### config.mk
export PLATFORM = sky130hd
export DESIGN_NAME = adc16dv160_input_axi_rd_regs
export DESIGN_NICKNAME = d
export VERILOG_FILES = /design/src/rtl/adc16dv160_input_common_pkg.sv /design/src/rtl/adc16dv160_input_axi_rd_decode.sv /design/src/rtl/adc16dv160_input_axi_rd_regs.sv
export SDC_FILE = /design/constraint.sdc
export NUM_CORES = 1
export LEC_CHECK = 0
export CORE_MARGIN = 5
export CORE_UTILIZATION = 39
export DETAILED_ROUTE_END_ITERATION = 7
export MAX_ROUTING_LAYER = met4
export PLACE_DENSITY_LB_ADDON = 0.15
export SKIP_LAST_GASP = 1
export SLEW_MARGIN = 20
export SYNTH_ARGS = -nofsm -noshare
export SYNTH_HDL_FRONTEND = slang
export SYNTH_SLANG_ARGS = --single-unit
export TNS_END_PERCENT = 100
### constraint.sdc
create_clock -name ACLK -period 2.2 [get_ports ACLK]
set_input_delay 0.44 -clock ACLK [delete_from_list [all_inputs] [get_ports ACLK]]
set_output_delay 0.44 -clock ACLK [all_outputs]
set_load 0.02 [all_outputs]
### src/rtl/adc16dv160_input_common_pkg.sv
// Shared constants and types for the ADC input core AXI-Lite register blocks.
package adc16dv160_input_common;

  localparam logic [3:0] AXI_OFS_CR    = 4'h0;
  localparam logic [3:0] AXI_OFS_SR    = 4'h4;
  localparam logic [3:0] AXI_OFS_DSIZE = 4'h8;
  localparam logic [3:0] AXI_OFS_ID    = 4'hC;

  localparam logic [31:0] AXI_CR_TEST = 32'h0000_0001;
  localparam logic [31:0] AXI_CR_RT   = 32'h0000_0002;
  localparam logic [31:0] AXI_SR_PC   = 32'h0000_0001;
  localparam logic [31:0] AXI_SR_OVR  = 32'h0000_0002;

  localparam int CH_STRIDE = 16;

  localparam logic [1:0] RRESP_OKAY   = 2'b00;
  localparam logic [1:0] RRESP_SLVERR = 2'b10;

  typedef enum logic [1:0] {IDLE, DECODE, RESP} axi_rd_state_t;

endpackage

### src/rtl/adc16dv160_input_axi_rd_decode.sv
// Combinational read mux: latched address plus per-channel status gives read data,
// error flag and a one-hot marker of which channel's SR an OKAY read targets.
module adc16dv160_input_axi_rd_decode
  import adc16dv160_input_common::*;
#(
  parameter int          NUM_CH  = 2,
  parameter int          ADDR_W  = 8,
  parameter logic [15:0] ID_CODE = 16'hADC1
) (
  input  logic [ADDR_W-1:0]   addr_q,
  input  logic [NUM_CH*32-1:0] dsize,
  input  logic [NUM_CH-1:0]   cr_test,
  input  logic [NUM_CH-1:0]   cr_rt,
  input  logic [NUM_CH-1:0]   sr_pc,
  input  logic [NUM_CH-1:0]   ovr,
  output logic [31:0]         rdata,
  output logic                err,
  output logic [NUM_CH-1:0]   sr_hit_ch
);

  localparam int CH_W = ADDR_W - 4;

  logic [CH_W-1:0] ch;
  assign ch = addr_q[ADDR_W-1:4];

  always_comb begin
    rdata     = '0;
    sr_hit_ch = '0;
    err       = (addr_q[1:0] != 2'b00) || (32'(ch) >= NUM_CH);
    for (int k = 0; k < NUM_CH; k++) begin
      if (!err && (32'(ch) == k)) begin
        case (addr_q[3:0])
          AXI_OFS_CR:    rdata = (cr_test[k] ? AXI_CR_TEST : '0) | (cr_rt[k] ? AXI_CR_RT : '0);
          AXI_OFS_SR: begin
            rdata        = (sr_pc[k] ? AXI_SR_PC : '0) | (ovr[k] ? AXI_SR_OVR : '0);
            sr_hit_ch[k] = 1'b1;
          end
          AXI_OFS_DSIZE: rdata = dsize[32*k +: 32];
          AXI_OFS_ID:    rdata = {ID_CODE, 8'(NUM_CH), 8'(ch)};
          default:       rdata = '0;
        endcase
      end
    end
  end

endmodule

### src/rtl/adc16dv160_input_axi_rd_regs.sv
// Multi-channel AXI4-Lite read channel for the ADC input core (CR/SR/DSIZE/ID per channel).
// Define ADC_AXI_RD_STICKY_OVR_EN for sticky, clear-on-read SR.OVR flags.
module adc16dv160_input_axi_rd_regs
  import adc16dv160_input_common::*;
#(
  parameter int          NUM_CH  = 2,
  parameter int          ADDR_W  = 8,
  parameter logic [15:0] ID_CODE = 16'hADC1
) (
  input  logic                 ACLK,
  input  logic                 ARESETN,
  input  logic [31:0]          ARADDR,
  input  logic                 ARVALID,
  output logic                 ARREADY,
  output logic [31:0]          RDATA,
  output logic [1:0]           RRESP,
  output logic                 RVALID,
  input  logic                 RREADY,
  input  logic [NUM_CH*32-1:0] dsize,
  input  logic [NUM_CH-1:0]    cr_test,
  input  logic [NUM_CH-1:0]    cr_rt,
  input  logic [NUM_CH-1:0]    sr_pc,
  input  logic [NUM_CH-1:0]    sr_ovr
);

  axi_rd_state_t       state;
  logic [ADDR_W-1:0]   addr_q;
  logic [31:0]         dec_rdata;
  logic                dec_err;
  logic [NUM_CH-1:0]   sr_hit_ch;
  logic [NUM_CH-1:0]   ovr_sel;

  // Address bits above the decoded window are deliberately ignored.
  if (ADDR_W < 32) begin : g_addr_hi
    logic unused_addr_hi;
    assign unused_addr_hi = ^ARADDR[31:ADDR_W];
  end

  adc16dv160_input_axi_rd_decode #(
    .NUM_CH  (NUM_CH),
    .ADDR_W  (ADDR_W),
    .ID_CODE (ID_CODE)
  ) u_decode (
    .addr_q    (addr_q),
    .dsize     (dsize),
    .cr_test   (cr_test),
    .cr_rt     (cr_rt),
    .sr_pc     (sr_pc),
    .ovr       (ovr_sel),
    .rdata     (dec_rdata),
    .err       (dec_err),
    .sr_hit_ch (sr_hit_ch)
  );

`ifdef ADC_AXI_RD_STICKY_OVR_EN
  logic [NUM_CH-1:0] ovr_q;

  // Clear happens after the DECODE snapshot; a coincident set keeps the flag.
  always_ff @(posedge ACLK) begin
    if (!ARESETN) begin
      ovr_q <= '0;
    end else begin
      ovr_q <= (ovr_q & ~((state == DECODE) ? sr_hit_ch : '0)) | sr_ovr;
    end
  end

  assign ovr_sel = ovr_q;
`else
  logic unused_sr_hit;
  assign unused_sr_hit = ^sr_hit_ch;
  assign ovr_sel       = sr_ovr;
`endif

  always_ff @(posedge ACLK) begin
    if (!ARESETN) begin
      state   <= IDLE;
      addr_q  <= '0;
      ARREADY <= 1'b0;
      RVALID  <= 1'b0;
      RDATA   <= '0;
      RRESP   <= RRESP_OKAY;
    end else begin
      case (state)
        IDLE: begin
          ARREADY <= 1'b1;
          if (ARVALID && ARREADY) begin
            addr_q  <= ARADDR[ADDR_W-1:0];
            ARREADY <= 1'b0;
            state   <= DECODE;
          end
        end
        DECODE: begin
          RDATA  <= dec_rdata;
          RRESP  <= dec_err ? RRESP_SLVERR : RRESP_OKAY;
          RVALID <= 1'b1;
          state  <= RESP;
        end
        RESP: begin
          if (RVALID && RREADY) begin
            RVALID  <= 1'b0;
            RDATA   <= '0;
            ARREADY <= 1'b1;
            state   <= IDLE;
          end
        end
        default: state <= IDLE;
      endcase
    end
  end

endmodule

==> qor.txt <==
outcome: finished clean
share of layout cells above drive strength 1: 9.33%
ys async rst share: 0%
Starting Density: 40.5%
ant diodes: 0
DRT Pass-1 Iters: 4
input/output buffers: 118
Least-Margin Pin Slew: 0.586 ns
Die ar.: 7420 sq um
routed via count: 2125
worst hold start: RDATA[27]
Slew Limit Fails: 0
Max VDD drop: 317 uV
Post-CTS Setup Repair Bufs: 0
Core Rows: 27
Pwr per Cell Area: 494 nW/um^2
Leakage: 0.00125 uW
Mapped Cells: 227
kind of critical path: flop to output pin
Clock Skews: 0.00957 ns
Max clock buf depth: 2
root buf cell: clkbuf_8
Sink Count: 45
hold crit path type: flop to flop
reg2reg start: addr_q[3]
period utilization: 80.5%
vias in the first global route: 2069
Synth area leader: dfxtp_1
sequential area share after synthesis: 39.9%
latest clock arrival within the worst-skew pair: 0.30 ns
Hold Path End: RDATA[27]
net count of the finished layout: 450
Post-synth EDFFs: 0
core area: 5570 sq um
GRT overflow: 0
Max-slew headroom: 60.9%
area grow syn2layout: 57.9%
wire per inst: 15.2 um
CP arrival: 1.33 ns
drt drc: 0
kind of end point of the critical path: output pin
post-cts resize count: 0
Synthesis Warnings: 0
vias per cell: 5.12
largest net degree at the start of global routing: 22
DR iter-0 viols: 92
post-layout util: 64.0%
Worst path slowest cell: clkdlybuf4s50_1
Hold Vio Cnt, Final: 0
Tmin final: 1.77 ns
worst-path cell chain: clkdlybuf4s50_1
Critical Path Source Type: flop
Post-Syn Area per Cell: 9.95 sq um
die height: 86.1 um
RSZ-0062 raised after global routing: no
CTS H-Tree Depth: 2
global-route wire length before repair: 9780 um
# setup viols final: 0
Max Cap Viol: 0
top cell family by delay on the critical path: buffers and inverters
Clock Pin Slew Worst Setup and Hold Paths: 0.09 ns
largest cells by area after synthesis: dfxtp_1, mux2i_1, o2bb2ai_1
worst-path maximum fanout: 5
Yosys top cell area share: 39.9%
Cell variety after synth: 45
top_reg_cell synth: dfxtp_1
Worst Hold Path Cells: 1
Mapped Nets: 335
total CTS buffers: 5
hold-fix buffers at CTS: 0
Placer Congestion: 0.797
post-route setup TNS: 0 ns
I/O pin count: 144
FF-to-FF setup slack: 0.59 ns
Max stage delay on crit path: 0.64 ns
WP data required: 1.76 ns
Buf/Inv on CP: 1
synthesized cell area: 2260 sq um
R2R cell count: 4
all-layer global routing usage: 16.9%
initial antenna violation count: 0
Seq cells post-synth: 45
CTS tree: yes
R2R Path End: RDATA[1]
die span in x: 86.1 um
maximum clock frequency: 564 MHz
DRT antenna net count: 0
total wire length: 6330 um
hpwl dp: 4830 um
-- placed cells by master (no fill, tap or decap), types with 2 or more instances in the layout --
master           count
a21boi_0             8
a21oi_1              4
a2bb2oi_1            2
and2_1              25
and3_1               2
buf_4                6
clkbuf_8             7
clkdlybuf4s50_1    118
dfxtp_1             45
inv_1                3
mux2i_1             23
nand2_1             23
nand4b_1             2
nor2_1               4
o21ai_0              5
o221ai_1             2
o22ai_1              8
o2bb2ai_1           21
o2bb2ai_2            9
-- how the worst max path moves through the flow --
stage              from         to  slack, ns  cells after the start
2_1_floorplan    RVALID  RDATA[16]       0.83                      5
3_3_place_gp     RREADY  RDATA[26]       0.27                      5
3_5_place_dp     RREADY  RDATA[16]       0.25                      5
4_1_cts          RVALID     RVALID       0.41                      1
5_1_grt        RDATA[1]   RDATA[1]       0.37                      1
6_report         RVALID     RVALID       0.43                      1
-- layout make-up --
class                      count  area [sq um]
clock inverter                 1          5.00
tap                           72          90.1
inverter                       4          15.0
clock buffer                   7          96.3
multi-input combinational    162          1230
timing repair buffer         124          1230
fill                         519          2010
sequential                    45           901
-- sequential cells by signal, summed over array words and instances, names as in the netlist --
register,cells
RVALID,1
RRESP,1
ARREADY,1
state,2
addr_q,8
RDATA,32
-- through the flow --
| step | instance area (sq um) | std cells | hold slack (ns) | setup WS, ns | power [uW] |
|---|---|---|---|---|---|
| final | 3570 | 415 | 0.474 | 0.428 | 1760 |
| after global routing | 3570 | 415 | 0.486 | 0.370 | 1860 |
| after CTS | 3570 | 415 | 0.477 | 0.413 | 1780 |
| after detailed placement | 3470 | 407 | 0.457 | 0.249 | 1220 |
| after global placement | 3470 | 407 | 0.456 | 0.266 | 1220 |
| after floorplan | 2260 | 227 | 0.476 | 0.833 | 1030 |
-- metal layers --
metal  routed length (um)  track usage, %
met5                    0               -
met4                   96            5.18
met3                  580            6.72
met2                 2930            26.3
met1                 2720            20.0
-- kinds of logic (layout without fill, tap and decap cells) --
| group | after synthesis | in the layout | synth area share [%] |
|---|---|---|---|
| and+or+nand+nor | 69 | 69 | 17.7 |
| AOI/OAI and AO/OA | 69 | 69 | 26.6 |
| other | 1 | 1 | 0.166 |
| DFF | 45 | 45 | 39.9 |
| muxes | 23 | 23 | 10.2 |
| buffers and inverters | 20 | 136 | 5.48 |
-- power breakdown --
| group | internal [uW] | leakage [uW] | total (uW) | switching (uW) |
|---|---|---|---|---|
| registers | 831 | 0.000364 | 854 | 23.1 |
| clock network | 284 | 0.0000542 | 560 | 275 |
| logic | 215 | 0.000830 | 348 | 134 |
-- Yosys cell counts, types with 5 or more instances --
cell / number
nand2_1: 23
o22ai_1: 8
dfxtp_1: 45
o2bb2ai_1: 21
buf_2: 6
a21boi_0: 8
mux2i_1: 23
o2bb2ai_2: 9
o21ai_0: 5
and2_1: 25
Note: power is estimated with default switching activity, not from simulation.
